===== src/rtl/argon_sequencer.sv =====
// Fetch/decode/execute control FSM for the Argon datapath: fetches 24-bit words over req/ack
// and drives every datapath control for exactly one EXEC cycle per instruction.
module argon_sequencer #(
    parameter int          PC_WIDTH = 16,
    parameter int unsigned RESET_PC = 0
) (
    input  logic                i_clk,
    input  logic                i_reset,
    input  logic                i_run,
    output logic                o_imem_req,
    output logic [PC_WIDTH-1:0] o_imem_addr,
    input  logic                i_imem_ack,
    input  logic [23:0]         i_imem_data,
    input  logic                i_flag_zero,
    output logic                o_write_en,
    output logic [3:0]          o_selectA,
    output logic [3:0]          o_selectB,
    output logic [3:0]          o_selectW,
    output logic [3:0]          o_alu_op,
    output logic                o_use_immediate,
    output logic                o_write_to_regfile,
    output logic [15:0]         o_imm,
    output logic                o_halt,
    output logic                o_illegal,
    output logic [2:0]          o_dbg_state
);

    // imem handshake: o_imem_req rises with o_imem_addr and both hold until the cycle
    // i_imem_ack is high (ack may arrive in the first req cycle); the word is taken on that edge.
    typedef enum logic [2:0] {
        S_IDLE      = 3'd0,
        S_FETCH     = 3'd1,
        S_FETCH_IMM = 3'd2,
        S_EXEC      = 3'd3,
        S_HALTED    = 3'd4
    } state_t;

    localparam logic [3:0] C_NOP    = 4'h0;
    localparam logic [3:0] C_ALU_RR = 4'h1;
    localparam logic [3:0] C_ALU_RI = 4'h2;
    localparam logic [3:0] C_LDI    = 4'h3;
    localparam logic [3:0] C_JMP    = 4'h4;
    localparam logic [3:0] C_JZ     = 4'h5;
    localparam logic [3:0] C_HALT   = 4'hF;

    state_t              state, state_next;
    logic [PC_WIDTH-1:0] pc;
    logic [23:0]         ir;
    logic [15:0]         imm_q;
    logic                z_q;

    logic [3:0]          ir_class;
    logic [3:0]          fetch_class;
    logic                fetch_needs_imm;
    logic [PC_WIDTH-1:0] jump_target;

    assign ir_class        = ir[23:20];
    assign fetch_class     = i_imem_data[23:20];
    assign fetch_needs_imm = (fetch_class == C_ALU_RI) || (fetch_class == C_LDI) ||
                             (fetch_class == C_JMP)    || (fetch_class == C_JZ);
    assign jump_target     = PC_WIDTH'(imm_q);

    assign o_imem_addr = pc;
    assign o_imm       = imm_q;
    assign o_dbg_state = state;

    always_ff @(posedge i_clk or negedge i_reset) begin
        if (!i_reset) begin
            state <= S_IDLE;
            pc    <= PC_WIDTH'(RESET_PC);
            ir    <= '0;
            imm_q <= '0;
            z_q   <= 1'b0;
        end else begin
            state <= state_next;
            case (state)
                S_FETCH: begin
                    if (i_imem_ack) begin
                        ir <= i_imem_data;
                        pc <= pc + PC_WIDTH'(1);
                    end
                end
                S_FETCH_IMM: begin
                    if (i_imem_ack) begin
                        imm_q <= i_imem_data[15:0];
                        pc    <= pc + PC_WIDTH'(1);
                    end
                end
                S_EXEC: begin
                    case (ir_class)
                        C_ALU_RR, C_ALU_RI: z_q <= i_flag_zero;
                        C_JMP:              pc  <= jump_target;
                        C_JZ:               if (z_q) pc <= jump_target;
                        default: ;
                    endcase
                end
                default: ;
            endcase
        end
    end

    // Controls are decoded from IR only in EXEC, so everything else reads as 0 and halted.
    always_comb begin
        state_next         = state;
        o_imem_req         = 1'b0;
        o_write_en         = 1'b0;
        o_selectA          = 4'd0;
        o_selectB          = 4'd0;
        o_selectW          = 4'd0;
        o_alu_op           = 4'd0;
        o_use_immediate    = 1'b0;
        o_write_to_regfile = 1'b0;
        o_halt             = 1'b1;
        o_illegal          = 1'b0;
        case (state)
            S_IDLE: begin
                if (i_run) state_next = S_FETCH;
            end
            S_FETCH: begin
                o_imem_req = 1'b1;
                if (i_imem_ack) state_next = fetch_needs_imm ? S_FETCH_IMM : S_EXEC;
            end
            S_FETCH_IMM: begin
                o_imem_req = 1'b1;
                if (i_imem_ack) state_next = S_EXEC;
            end
            S_EXEC: begin
                o_halt     = 1'b0;
                state_next = S_FETCH;
                case (ir_class)
                    C_ALU_RR, C_ALU_RI: begin
                        o_selectA       = ir[11:8];
                        o_selectB       = ir[7:4];
                        o_selectW       = ir[15:12];
                        o_alu_op        = ir[19:16];
                        o_use_immediate = (ir_class == C_ALU_RI);
                        o_write_en      = 1'b1;
                    end
                    C_LDI: begin
                        o_selectW          = ir[15:12];
                        o_write_to_regfile = 1'b1;
                        o_write_en         = 1'b1;
                    end
                    C_NOP, C_JMP, C_JZ: ;
                    C_HALT:  state_next = S_HALTED;
                    default: o_illegal  = 1'b1;
                endcase
            end
            S_HALTED: ;
            default:  state_next = S_IDLE;
        endcase
    end

endmodule


===== config.mk =====
export PLATFORM = sky130hd
export DESIGN_NAME = argon_sequencer
export DESIGN_NICKNAME = d
export VERILOG_FILES = /design/src/rtl/argon_sequencer.sv
export SDC_FILE = /design/constraint.sdc
export NUM_CORES = 1
export LEC_CHECK = 0
export CORE_MARGIN = 2
export CORE_UTILIZATION = 45
export CTS_CLUSTER_SIZE = 24
export DETAILED_ROUTE_END_ITERATION = 16
export GPL_ROUTABILITY_DRIVEN = 0
export PLACE_DENSITY = 0.77
export SLEW_MARGIN = 10
export SYNTH_ARGS = -nofsm -noshare
export SYNTH_HDL_FRONTEND = slang
export SYNTH_SLANG_ARGS = --single-unit

===== constraint.sdc =====
create_clock -name i_clk -period 2.2 [get_ports i_clk]
set_input_delay 0.22 -clock i_clk [delete_from_list [all_inputs] [get_ports i_clk]]
set_output_delay 0.22 -clock i_clk [all_outputs]
set_load 0.05 [all_outputs]

==> results of run 1 <==
## per-stage QoR
stage	power, W	setup WS, ps
after floorplan	0.004562	-61.55
after global placement	0.005755	289.9
after detailed placement	0.005837	211.1
after CTS	0.006542	30.47
after global routing	0.006963	21.60
final	0.006575	99.09
## logic make-up after synthesis
family                     Yosys count
and+or+nand+nor                     81
AOI/OAI and AO/OA                   58
DFF                                 56
muxes                               39
buffers and inverters               22
xor gates and xnor gates             2
adders and majority gates            1
## placed cells by master (no fill, tap or decap), types with 3 or more instances in the layout
cell type,instances
and3_1,3
nand2_1,19
and2_2,3
nor2_1,10
dfrtp_2,3
o22ai_1,6
buf_12,21
mux2_2,37
clkbuf_8,5
clkdlybuf4s50_1,62
and4_1,3
dfrtp_1,53
a21oi_1,25
o21ai_0,6
and2_1,13
inv_1,6
nand3_1,11
buf_4,15
## routing by layer
layer	GRT usage [%]	vias up	part of all wire (%)
met5	0	-	0
met4	5.514	0	0.80
met3	4.274	6	5.2
met2	32.99	71	50
met1	27.44	1171	44
li1	-	1118	-
## worst max path at each step
stage	startpoint	end	depth (start not counted)
2_1_floorplan	o_dbg_state[0]	o_selectW[1]	8
3_3_place_gp	i_imem_ack	o_imem_addr[7]	7
3_5_place_dp	i_imem_ack	o_imem_addr[7]	7
4_1_cts	o_dbg_state[0]	o_selectW[1]	7
5_1_grt	o_dbg_state[2]	o_selectB[0]	6
6_report	o_dbg_state[2]	o_selectB[0]	6
## registers in the layout, summed over array words and instances, names as in the netlist
signal	count
z_q	1
o_dbg_state	3
o_imem_addr	16
o_imm	16
ir	20
## power groups by stage
| stage | combinational (W) | sequential, W | clock (W) |
|---|---|---|---|
| after floorplan | 0.00161 | 0.00295 | 0 |
| after global placement | 0.00371 | 0.00204 | 0 |
| after detailed placement | 0.00378 | 0.00206 | 0 |
| after CTS | 0.00380 | 0.00204 | 0.000701 |
| after global routing | 0.00409 | 0.00212 | 0.000755 |
| final | 0.00385 | 0.00204 | 0.000691 |
## critical path, stage by stage, from the launching register on
cell and delay, ps:
dfrtp_2 510, nor2_4 140, inv_2 100, nor4_2 230, buf_4 230, and2_1 210, buf_12 150
## cell type report
type	instances	area share, %
multi-input cells	181	31.93
well taps	75	2.274
flip-flops and latches	56	34.05
clock inverters	3	1.122
clock buffers	5	1.668
repair buffers	100	28.32
inverters	7	0.6367
## what timing repair did
| action | 4_1_cts | 5_1_grt |
|---|---|---|
| endpoints found under the setup margin | 0 | 13 |
| endpoints found under the hold margin | 9 | 0 |
| setup buffers | 0 | 4 |
| resized for setup | 0 | 1 |
| hold buffers | 1 | 0 |
==> flow_summary.toml, run 1 <==
[global_routing]
grt_start_max_net_pins = 36
grt_pass1_vias = 2373
grt_antenna_before_repair = 0
track_usage_pct = 20.22
grt_pass1_wl_um = 11560
overflow = 0

[run]
cap_violations = 0

[drt]
routed_wl_um = 6907
firstDrtPassIters = 4
wl_per_cell_um = 16.18
postRouteAntennaNets = 0
drc = 0
routed_via_density = 5.541
dr.first_iter.drc_count = 106
vias = 2366

[power_and_ir_drop]
p_switching_w = 0.003148
internal_power_w = 0.003427
leakage_nw = 1.720
switching_share_pct = 47.88
comb_power_share_pct = 58.5
irDropWorstVdd_uv = 1048
clkPwrFrac_pct = 10.5
p_per_area_nw_per_um2 = 1593
p_seq_share_pct = 31.0

[placement]
dp_cells = 414
portBuffers = 85
postPlaceCellArea_um2 = 3966
dpl.hpwl_um = 5017

[layout]
antennaDiodeCount = 0
seq_area_um2 = 1405
num-fill-cells = 450
drive_gt1_share_pct = 28.98
multi_input_area_um2 = 1318
utilization_pct = 69.29
area.growth.synth_to_final_pct = 47.30
stdcell_area_um2 = 4126
num-nets-final = 381
finalNonFillerCells = 427

[timing]
fin_crit_sh_pct = 95.50
worst_slew_pin_slew_ps = 523.2
relSlewSlack_pct = 65.01
rsz0062_at_grt = "false"
setup_violations = 0
hold_viol_final = 0
fin_crit_ps = 2101
drv_slew = 0
whs_ps = 297.9
fmax_ghz = 0.4760
fin_skew_ps = 9.161
fin_tns_setup_ps = 0

[synthesis]
synth_common_cells = "dfrtp_1 (56), mux2_2 (37), a21oi_1 (25)"
syn-num-nets = 289
synth_seq_cells = 56
synth_adder_area_share_pct = 0.4466
syn_inst = 259
synth_top_area_share_pct = 50.02
synth.most_common_cell = "dfrtp_1"
synth.largest_area_cell = "dfrtp_1"
synth-edff-count = 0
netlist_area_um2 = 2801
synth_top_family_by_area = "simple AND/OR/NAND/NOR gates"
synth_compound_area_share_pct = 13.00
synth-seq-area-share_pct = 50.02
synth_top_flop_cell = "dfrtp_1"
synthSimpleGateAreaFrac_pct = 16.35
async_flop_share_pct = 100.0
avgSynthCellArea_um2 = 10.82
yosys-top-cells-area = "dfrtp_1 (50%), mux2_2 (15%), a21oi_1 (4.5%)"
synth_xor_area_share_pct = 0.6253
synth_cell_type_count = 50
synth_warnings = 0
synth_mux_area_share_pct = 15.59

[floorplan]
fp.dieW_um = 82.90
rows = 28
initial_utilization_pct = 47.04
die_h_um = 82.90
design.core.area_um2 = 5956
ios = 86
dieArea_um2 = 6872

[setup_path]
start_kind = "flip-flop"
crit_arrival_ps = 1880
rr_startpoint = "o_dbg_state[0]"
path_max_fanout = 13
reg2reg_depth = 8
rr_endpoint = "o_imem_addr[6]"
rrSetupSlack_ps = 280
setup.worst_path.class = "reg -> out"
cp_data_required_time_ps = 1980
end_kind = "primary output"

[clocking]
root_buffer = "clkbuf_8"
cts_tree = "built"
cts.path.max_buffers = 2
numCtsBuffers = 5
worstSkewPairLatency_ps = 310
clkTransAtPathRegs_ps = 100
htreeDepth = 2
cts.sinks = 56

[min_path]
hold_class = "in -> async"

[run_status]
status = "completed"
No activity file was read; power rests on OpenSTA's default activity.
==> inputs of run 2 (changes only) <==
--- a/config.mk
+++ b/config.mk
@@ -10,6 +10,7 @@
 export CTS_CLUSTER_SIZE = 24
 export DETAILED_ROUTE_END_ITERATION = 16
 export GPL_ROUTABILITY_DRIVEN = 0
+export HOLD_SLACK_MARGIN = 0.12
 export PLACE_DENSITY = 0.77
 export SLEW_MARGIN = 10
 export SYNTH_ARGS = -nofsm -noshare
==> results of run 2 <==
Same layout as run 1: the final DEF is identical, and so are final timing and power.
==> inputs of run 3 (changes only) <==
--- a/config.mk
+++ b/config.mk
@@ -5,6 +5,7 @@
 export SDC_FILE = /design/constraint.sdc
 export NUM_CORES = 1
 export LEC_CHECK = 0
+export ABC_AREA = 0
 export CORE_MARGIN = 2
 export CORE_UTILIZATION = 45
 export CTS_CLUSTER_SIZE = 24
==> results of run 3 <==
Same layout as run 1: the final DEF is identical, and so are final timing and power.
